File: config.mk
export PLATFORM = sky130hd
export DESIGN_NAME = rpn_calc
export DESIGN_NICKNAME = d
export VERILOG_FILES = /design/src/rtl/rpn_calc_pkg.sv /design/src/rtl/rpn_alu.sv /design/src/rtl/rpn_calc.sv
export SDC_FILE = /design/constraint.sdc
export NUM_CORES = 1
export LEC_CHECK = 0
export BUFFER_PORTS_ARGS = -buffer_cell sky130_fd_sc_hd__buf_2
export CAP_MARGIN = 40
export CORE_MARGIN = 2
export CORE_UTILIZATION = 66
export DETAILED_ROUTE_END_ITERATION = 8
export GPL_TIMING_DRIVEN = 1
export PLACE_DENSITY = 0.92
export SLEW_MARGIN = 20
export SYNTH_ARGS = -nofsm -noshare
export SYNTH_HDL_FRONTEND = slang
export SYNTH_SLANG_ARGS = --single-unit
File: constraint.sdc
create_clock -name clk -period 16.5 [get_ports clk]
set_input_delay 4.95 -clock clk [delete_from_list [all_inputs] [get_ports clk]]
set_output_delay 4.95 -clock clk [all_outputs]
set_load 0.01 [all_outputs]
File: src/rtl/rpn_calc_pkg.sv
`default_nettype none
// ============================================================================
//  Module   : rpn_calc_pkg
//  Purpose  : Op-code enumeration and per-op stack requirements for rpn_calc.
//  Revision : 1.0  initial release
// ============================================================================
package rpn_calc_pkg;

    typedef enum logic [2:0] {
        OP_ADD  = 3'd0,
        OP_SUB  = 3'd1,
        OP_MUL  = 3'd2,
        OP_NEG  = 3'd3,
        OP_POP  = 3'd4,
        OP_PUSH = 3'd5,
        OP_DUP  = 3'd6,
        OP_SWAP = 3'd7
    } op_e;

    // Minimum entry count each op needs, indexed by op code.
    localparam logic [1:0] c_min_depth [8] = '{2'd2, 2'd2, 2'd2, 2'd1,
                                               2'd1, 2'd0, 2'd1, 2'd2};

    // Ops that grow the stack and therefore need a free slot (PUSH, DUP).
    localparam logic [7:0] c_needs_slot = 8'b0110_0000;

    function automatic logic is_arith(input op_e i_op);
        return (i_op == OP_ADD) || (i_op == OP_SUB) ||
               (i_op == OP_MUL) || (i_op == OP_NEG);
    endfunction

endpackage
`default_nettype wire

File: src/rtl/rpn_alu.sv
`default_nettype none
// ============================================================================
//  Module   : rpn_alu
//  Purpose  : Combinational ADD/SUB/MUL/NEG with signed range check and
//             optional saturation.
//  Revision : 1.0  initial release
// ============================================================================
module rpn_alu
    import rpn_calc_pkg::*;
#(
    parameter int WIDTH = 8,
    parameter int SAT   = 0
) (
    input  op_e                     i_op,
    input  logic signed [WIDTH-1:0] i_tos,
    input  logic signed [WIDTH-1:0] i_nos,
    output logic signed [WIDTH-1:0] o_result,
    output logic                    o_ovf
);

    localparam logic signed [WIDTH-1:0] c_max = {1'b0, {(WIDTH-1){1'b1}}};
    localparam logic signed [WIDTH-1:0] c_min = {1'b1, {(WIDTH-1){1'b0}}};

    logic signed [2*WIDTH-1:0] w_tos_x;
    logic signed [2*WIDTH-1:0] w_nos_x;
    logic signed [2*WIDTH-1:0] w_full;
    logic        [WIDTH:0]     w_hi;
    logic                      w_oor;

    // A 2*WIDTH workspace holds every exact result, including the MUL product.
    assign w_tos_x = {{WIDTH{i_tos[WIDTH-1]}}, i_tos};
    assign w_nos_x = {{WIDTH{i_nos[WIDTH-1]}}, i_nos};

    always_comb begin
        w_full = w_tos_x;
        case (i_op)
            OP_ADD:  w_full = w_nos_x + w_tos_x;
            OP_SUB:  w_full = w_nos_x - w_tos_x;
            OP_MUL:  w_full = w_nos_x * w_tos_x;
            OP_NEG:  w_full = '0 - w_tos_x;
            default: w_full = w_tos_x;
        endcase
    end

    // In range only when the bits above the result sign all copy it.
    assign w_hi  = w_full[2*WIDTH-1:WIDTH-1];
    assign w_oor = is_arith(i_op) && !((&w_hi) || !(|w_hi));

    always_comb begin
        o_ovf    = w_oor;
        o_result = w_full[WIDTH-1:0];
        if ((SAT != 0) && w_oor) begin
            o_result = w_full[2*WIDTH-1] ? c_min : c_max;
        end
    end

endmodule
`default_nettype wire

File: src/rtl/rpn_calc.sv
`default_nettype none
// ============================================================================
//  Module   : rpn_calc
//  Purpose  : Single-cycle RPN calculator over a DEPTH-entry register stack.
//  Revision : 1.0  initial release
// ============================================================================
module rpn_calc
    import rpn_calc_pkg::*;
#(
    parameter int WIDTH = 8,
    parameter int DEPTH = 8,
    parameter int SAT   = 0
) (
    input  logic                         clk,
    input  logic                         rst,
    input  logic signed [WIDTH-1:0]      in,
    input  logic [2:0]                   op,
    input  logic                         apply,
    output logic signed [WIDTH-1:0]      tail,
    output logic                         empty,
    output logic                         full,
    output logic [$clog2(DEPTH+1)-1:0]   depth,
    output logic                         valid,
    output logic                         ovf
);

    localparam int DW = $clog2(DEPTH+1);
    localparam int AW = $clog2(DEPTH);

    logic signed [WIDTH-1:0] r_stack     [DEPTH];
    logic signed [WIDTH-1:0] w_stack_nxt [DEPTH];
    logic [DW-1:0]           r_depth;
    logic [DW-1:0]           w_depth_nxt;
    logic                    r_valid;
    logic                    w_valid_nxt;
    logic                    r_ovf;
    logic                    w_ovf_nxt;

    op_e                     w_op;
    logic [DW-1:0]           w_tos_i;
    logic [DW-1:0]           w_nos_i;
    logic [AW-1:0]           w_slot_i;
    logic signed [WIDTH-1:0] w_tos;
    logic signed [WIDTH-1:0] w_nos;
    logic signed [WIDTH-1:0] w_alu_res;
    logic                    w_alu_ovf;
    logic                    w_accept;

    assign w_op     = op_e'(op);
    assign w_tos_i  = r_depth - DW'(1);
    assign w_nos_i  = r_depth - DW'(2);
    assign w_slot_i = r_depth[AW-1:0];

    // Guard the reads so an empty/shallow stack shows zero, not stale data.
    assign w_tos = (r_depth >= DW'(1)) ? r_stack[w_tos_i[AW-1:0]] : '0;
    assign w_nos = (r_depth >= DW'(2)) ? r_stack[w_nos_i[AW-1:0]] : '0;

    assign w_accept = (r_depth >= DW'(c_min_depth[op])) &&
                      !(c_needs_slot[op] && (r_depth == DW'(DEPTH)));

    rpn_alu #(
        .WIDTH (WIDTH),
        .SAT   (SAT)
    ) u_alu (
        .i_op     (w_op),
        .i_tos    (w_tos),
        .i_nos    (w_nos),
        .o_result (w_alu_res),
        .o_ovf    (w_alu_ovf)
    );

    always_comb begin
        w_stack_nxt = r_stack;
        w_depth_nxt = r_depth;
        w_valid_nxt = r_valid;
        w_ovf_nxt   = r_ovf;
        if (apply) begin
            w_valid_nxt = w_accept;
            if (w_accept) begin
                w_ovf_nxt = w_alu_ovf;
                case (w_op)
                    OP_ADD, OP_SUB, OP_MUL: begin
                        w_stack_nxt[w_nos_i[AW-1:0]] = w_alu_res;
                        w_depth_nxt                  = r_depth - DW'(1);
                    end
                    OP_NEG:  w_stack_nxt[w_tos_i[AW-1:0]] = w_alu_res;
                    OP_POP:  w_depth_nxt = r_depth - DW'(1);
                    OP_PUSH: begin
                        w_stack_nxt[w_slot_i] = in;
                        w_depth_nxt           = r_depth + DW'(1);
                    end
                    OP_DUP: begin
                        w_stack_nxt[w_slot_i] = w_tos;
                        w_depth_nxt           = r_depth + DW'(1);
                    end
                    OP_SWAP: begin
                        w_stack_nxt[w_tos_i[AW-1:0]] = w_nos;
                        w_stack_nxt[w_nos_i[AW-1:0]] = w_tos;
                    end
                    default: ;
                endcase
            end
        end
    end

    always_ff @(posedge clk or posedge rst) begin
        if (rst) begin
            for (int i = 0; i < DEPTH; i++) begin
                r_stack[i] <= '0;
            end
            r_depth <= '0;
            r_valid <= 1'b0;
            r_ovf   <= 1'b0;
        end else begin
            r_stack <= w_stack_nxt;
            r_depth <= w_depth_nxt;
            r_valid <= w_valid_nxt;
            r_ovf   <= w_ovf_nxt;
        end
    end

    assign tail  = w_tos;
    assign empty = (r_depth == '0);
    assign full  = (r_depth == DW'(DEPTH));
    assign depth = r_depth;
    assign valid = r_valid;
    assign ovf   = r_ovf;

endmodule
`default_nettype wire

# Word level (Yosys, flattened, before mapping)
# Memory sizes are Yosys's and may differ from the RTL's.
# Index checks and enable logic that the tools add are counted.
[totals] memories=2 mem_bits_ro=24 elab_cells=94 inputBits=14 reg_bits=70
[mem_list] name="(no name shown)" depth=8 word_bits=2 rd=1 rd_clocked_by_memory_dff=0 wr=0 line="rpn_calc.sv:58" source="assign w_accept = (r_depth >= DW'(c_min_depth[op])) &&"
[mem_list] name="(no name shown)" depth=8 word_bits=1 rd=1 rd_clocked_by_memory_dff=0 wr=0 line="rpn_calc.sv:59" source="!(c_needs_slot[op] && (r_depth == DW'(DEPTH)));"
[op_classes] add_sub_neg=6 mux=26 n_mul=1 reduce_logical=25 eq_ne=8 bitwise=4 magnitude_cmp=11
[op_table] operator="bitwise mux 64 bit" n=6
[op_table] operator="one-hot mux 64 bit (5 select lines)" n=1
[op_table] operator="demux 8 bit (select 3 bit)" n=3
[op_table] operator="2-to-1 mux 8 bit" n=9
[op_table] operator="one-hot mux 16 bit (4 select lines)" n=1
[op_table] operator="binary-select mux 8 bit (select 3 bit)" n=2
[op_table] operator=">= comparator 4 bit, second input constant" n=4
[op_table] operator="multiplier 8 x 8 -> 16 bit" n=1
[op_table] operator="NOT 3 -> 4 bit" n=4
[op_table] operator="equality test 3 bit, second input constant" n=4
[op_table] operator="less-than comparator 4 x 1 -> 1 bit, second input constant" n=3
[op_table] operator="adder 8 x 8 -> 9 bit" n=1
[op_table] operator="AND reduction 9 bit" n=1
[op_table] operator="OR reduction 9 bit" n=1
[op_table] operator="subtractor 1 x 8 -> 9 bit, first input constant" n=1
[op_table] operator="subtractor 8 x 8 -> 9 bit" n=1
[op_table] operator="one-hot mux 4 bit (2 select lines)" n=1
[op_table] operator="equality test 3 x 2 -> 1 bit, second input constant" n=2
[op_table] operator="logical AND 1 bit" n=6
[op_table] operator="AND reduction 3 bit" n=2
[op_table] operator="nonzero test 5 bit" n=1
[op_table] operator="adder 4 x 1 -> 4 bit, second input constant" n=1
[op_table] operator="equality test 4 bit, second input constant" n=1
[op_table] operator=">= comparator 4 x 1 -> 1 bit, second input constant" n=1
[op_table] operator="other kinds (17)" n=23

# Longest topological paths before layout
[logic_depth] ltp_word=13 ltp_mapped=32 ltp_nobuf=27

# Modules after synthesis
# Synthesis repeated with hierarchy kept, for this count alone.
[unflattened] cells_unflattened=1321 area_unflattened_um2=10770.3
[modules_own_cells] mod="rpn_calc" seq_area_each_um2=1751.7 instances=1 cells_per_inst=866 area_each_um2=7165.6
[modules_own_cells] mod="rpn_alu" seq_area_each_um2=0.0 instances=1 cells_per_inst=455 area_each_um2=3604.7

# Least setup slack after synthesis
# OpenSTA, ideal clock, no wires.
[synth_timing] path_kind="register to output" startpoint="reg r_depth[0] (netlist: depth[0])" endpoint="out tail[7]" setup_slack_ns=8.401 stages_incl_launch_ff=13 arrival_ns=3.149 cell_sequence="dfrtp_1 clkbuf_1 inv_1 clkbuf_1 ha_1 buf_2 buf_2 buf_2 nand2b_1 a2bb2oi_1 o221ai_1 a211oi_2 clkbuf_1"
[synth_between] elab_chain_len=6 elab_cells_between_ends=7 cone_classes="1 x add/sub; 1 x order compare; 4 x mux; 1 x bitwise"
[synth_rtl] item="start, declared" line="rpn_calc.sv:32" source="logic [DW-1:0] r_depth;"
[synth_rtl] item="start signal, assigned" line="rpn_calc.sv:116" source="r_depth <= w_depth_nxt;"
[synth_rtl] item="subtractor 4 x 1 -> 4 bit"
[synth_rtl] item="NOT 3 -> 4 bit (not written as such)" line="rpn_calc.sv:55" source="assign w_tos = (r_depth >= DW'(1)) ? r_stack[w_tos_i[AW-1:0]] : '0;"
[synth_rtl] item="binary-select mux 8 bit (select 3 bit)" line="rpn_calc.sv:55"
[synth_rtl] item="2-to-1 mux 8 bit (not written as such) (2 in a row)" line="rpn_calc.sv:55"
[synth_rtl] item="2-to-1 mux 8 bit *" line="rpn_calc.sv:55"
[synth_rtl] item="end, declared" line="rpn_calc.sv:19" source="output logic signed [WIDTH-1:0] tail,"
# Mark *: on every way between the ends. The rest lies on a longest branch, timed or not. The select of a mux whose other input is x is not followed.

# Final worst setup path
[layout_timing] startpoint="reg r_depth[0] (netlist: depth[0])" endpoint="out tail[4]"
# The elaborated chain is that of the path after synthesis.

==> summary.txt <==
Placement
  – Routability cong.: about 1.1
  – I/O Buffers: 29
  – DP Wirelength: 29330 um

Timing
  – Slew Limit Fails: 0
  – # setup viols final: 0
  – Setup Skew: 0.007016 ns
  – Final Hold Fails: 0
  – Setup TNS Final: 0 ns
  – Fin crit period: 9.425 ns
  – Slew headroom: 0.3648
  – Period utilisation layout: 0.5712
  – RSZ-0062 raised after global routing: false
  – Top achievable clock speed: 106.1 MHz
  – Worst-margin pin slew: 0.9509 ns

Setup path
  – R2R setup slack: between 7 and 8 ns
  – Setup CP Type: reg2out
  – Top Family by Delay on Critical Path: buffers and inverters
  – Critical path startpoint: depth[0]$_DFFE_PP0P_
  – Setup crit end kind: output pin
  – WP buf/inv: 5
  – R2R Path Start: depth[0]$_DFFE_PP0P_
  – CP max-delay cell: a211o_1
  – Startpoint types: flop
  – Worst Path Max Fanout: 55
  – Worst EP arrival: 4.48 ns
  – Most frequent CP cell: buf_4
  – Worst Path Required: roughly 12 ns
  – Crit-path max cell delay: just under 0.6 ns
  – CP cell instances: buf_4 > inv_1 > ha_1 > buf_4 > mux2i_1 > mux4_2 > a211o_1 > clkinv_1 > buf_2

Logic synthesis
  – Ranking of synthesized cells by area: dfrtp_1 (16%), fa_1 (11%), ha_1 (7.2%), nand2_1 (5.3%), nor2_1 (5.0%)
  – Mux share of post-synthesis cell area: 0.06167
  – Mapped Cells: between 1k and 1.5k
  – Syn Nets: 1538
  – EDFF count, synth: 0
  – Mapped cell area: approximately 11000 um2
  – Async set-reset flop share out of synthesis: 1.000
  – Register bit count reported by yosys: 70
  – Compound-Gate Fraction of Synth Area: 0.3201
  – Post-Synth XOR/XNOR Area: 0.02321
  – Synth Area per Inst: between 7 and 8 um2
  – Largest family of logic cells by synthesized area: compound AO/OA/AOI/OAI gates
  – Synth Area in Adders: 0.1769
  – Register area share after synthesis: 0.1617
  – Synth Area in Simple Gates: 0.1797
  – Distinct cells, synth: 71
  – Ys Warns: 0
  – Most used DFF post-synth: dfrtp_1
  – Yosys top cell area share: 0.1617
  – Synth area leader: dfrtp_1

Clock tree
  – CTS root buffer: clkbuf_16
  – Total CTS buffers: 9
  – Setup bufs post-CTS: 0
  – Worst-path clk slew: roughly 0.07 ns
  – Worst skew pair latency: 0.35 ns
  – Clock Sink Count: 70
  – TritonCTS clock tree: built
  – Clock Tree Buf Depth: 2
  – Post-cts resize count: 0
  – Htree depth: 3
  – CTS Hold Buffers Added: 0

Layout
  – Area growth from synthesis to layout: 5.474%
  – Share of layout cells above drive strength 1: 0.09361
  – Nets: 1506

Die
  – I/O pin count: 30
  – Initial core utilization: 0.6796
  – Core area: 15940 um2
  – Die X: approximately 130 um
  – Die Area: 17460 um2
  – FP Rows: 46
  – Die H: 132.1 um

Drt
  – DRC Markers: 6
  – Final WL: 40910 um
  – Post-DR wirelength/cell: 25.65 um
  – Router iterations before antenna repair: 9
  – Vias: 12.55k
  – Final ANT Viol Nets: 0
  – Initial drt markers: roughly 2.7k
  – Vias per std cell: a little under 8

Global routing
  – First-pass GRT wire length: ~64000 um
  – Vias in the first global route: 11.89k
  – Antenna violations before repair: 0
  – GRT overflow: 0
  – Pin count of the biggest net entering global routing: 56
  – Total GRT Usage: 0.4668

Run status
  – Status: complete, but fails checks
  – Failing checks: DRC

Flow run
  – Max_cap viols: 0

Hold path
  – HP Start: valid$_DFFE_PP0P_
  – Hold WC Path Type: reg2reg
## layout make-up
cell class,instances,area [um2]
Sequential cell,70,1753
Clock buffer,10,229.0
Timing Repair Buffer,66,456.7
Tap cell,216,270.3
Antenna cell,1,2.502
Clock inverter,6,62.56
Fill cell,1258,4516
Inverter,105,394.1
Multi-Input combinational cell,1121,8259
## per-layer routing
metal / wire length, um / up-vias / global-route usage
met5: 0 / - / 0
li1: - / 5129 / -
met2: 17070 / 1329 / 0.6997
met4: 4178 / 0 / 0.3442
met3: 6666 / 476 / 0.1603
met1: 12990 / 5616 / 0.5565
## stage by stage
step,hold slack [ns],utilization,std cells,setup slack (ns),instance area [um2]
floorplan,0.5092,-,1405,8.401,10830
global placement,0.5109,0.6896,1564,7.501,10990
detailed placement,0.5180,0.6949,1571,7.410,11080
CTS,0.5300,0.7132,1587,7.030,11370
global route,0.5810,0.7166,1594,7.019,11420
finish,0.5301,0.7168,1595,7.075,11430
## kinds of logic after synthesis
kind of cell / after synthesis
AOI/OAI and AO/OA: 500
buffers and inverters: 214
xor gates and xnor gates: 27
and+or+nand+nor: 434
adders and majority gates: 119
DFF: 70
muxes: 41
## tightest hold or removal path, stage by stage, from the launching register on
cell and delay (ns):
dfrtp_1 0.37, inv_1 0.05, o21ai_0 0.07
## cell usage after synthesis (16+ instances only)
library cell  instances
a211oi_1             43
a21oi_1              92
a221oi_1             21
a222oi_1             16
a31oi_1              27
clkbuf_1             85
dfrtp_1              70
fa_1                 57
ha_1                 62
inv_1               101
mux4_2               20
nand2_1             153
nand3_1              29
nor2_1              145
nor2b_1              17
nor3_1               20
o211ai_1             51
o21a_1               19
o21ai_0              75
o221ai_1             21
o22ai_1              20
## final timing paths
kind | to | cells after the start
hold / removal | valid$_DFFE_PP0P_ | 2
setup reg to reg | ovf$_DFFE_PP0P_ | 25
max in group asynchronous | depth[0]$_DFFE_PP0P_ | 4
min in group asynchronous | async pin | 3
hold reg to reg | valid$_DFFE_PP0P_ | 2
setup / recovery | tail[4] | 9
## cells in the final DEF (no fill, tap or decap), types with 8 or more instances in the layout
cell,count
nand2_1,153
nor2_1,145
inv_1,100
a21oi_1,92
o21ai_0,75
dfrtp_1,69
ha_1,62
fa_1,57
o211ai_1,51
a211oi_1,43
buf_2,30
nand3_1,29
buf_4,29
a31oi_1,27
o221ai_1,21
a221oi_1,21
nor3_1,20
o22ai_1,20
mux4_2,20
o21a_1,19
nor2b_1,17
a222oi_1,16
nand2b_1,15
mux2i_1,15
xnor2_1,15
and3_1,12
o21ai_1,12
a311oi_1,12
a21o_1,11
a2111oi_0,11
xor2_1,10
o2bb2ai_1,9
a22o_1,9
clkbuf_16,9
o2111ai_1,8
or4_1,8
o22a_1,8
Power is not shown: default switching activity piles up to over one toggle a cycle in this logic, so the estimate is an artifact.
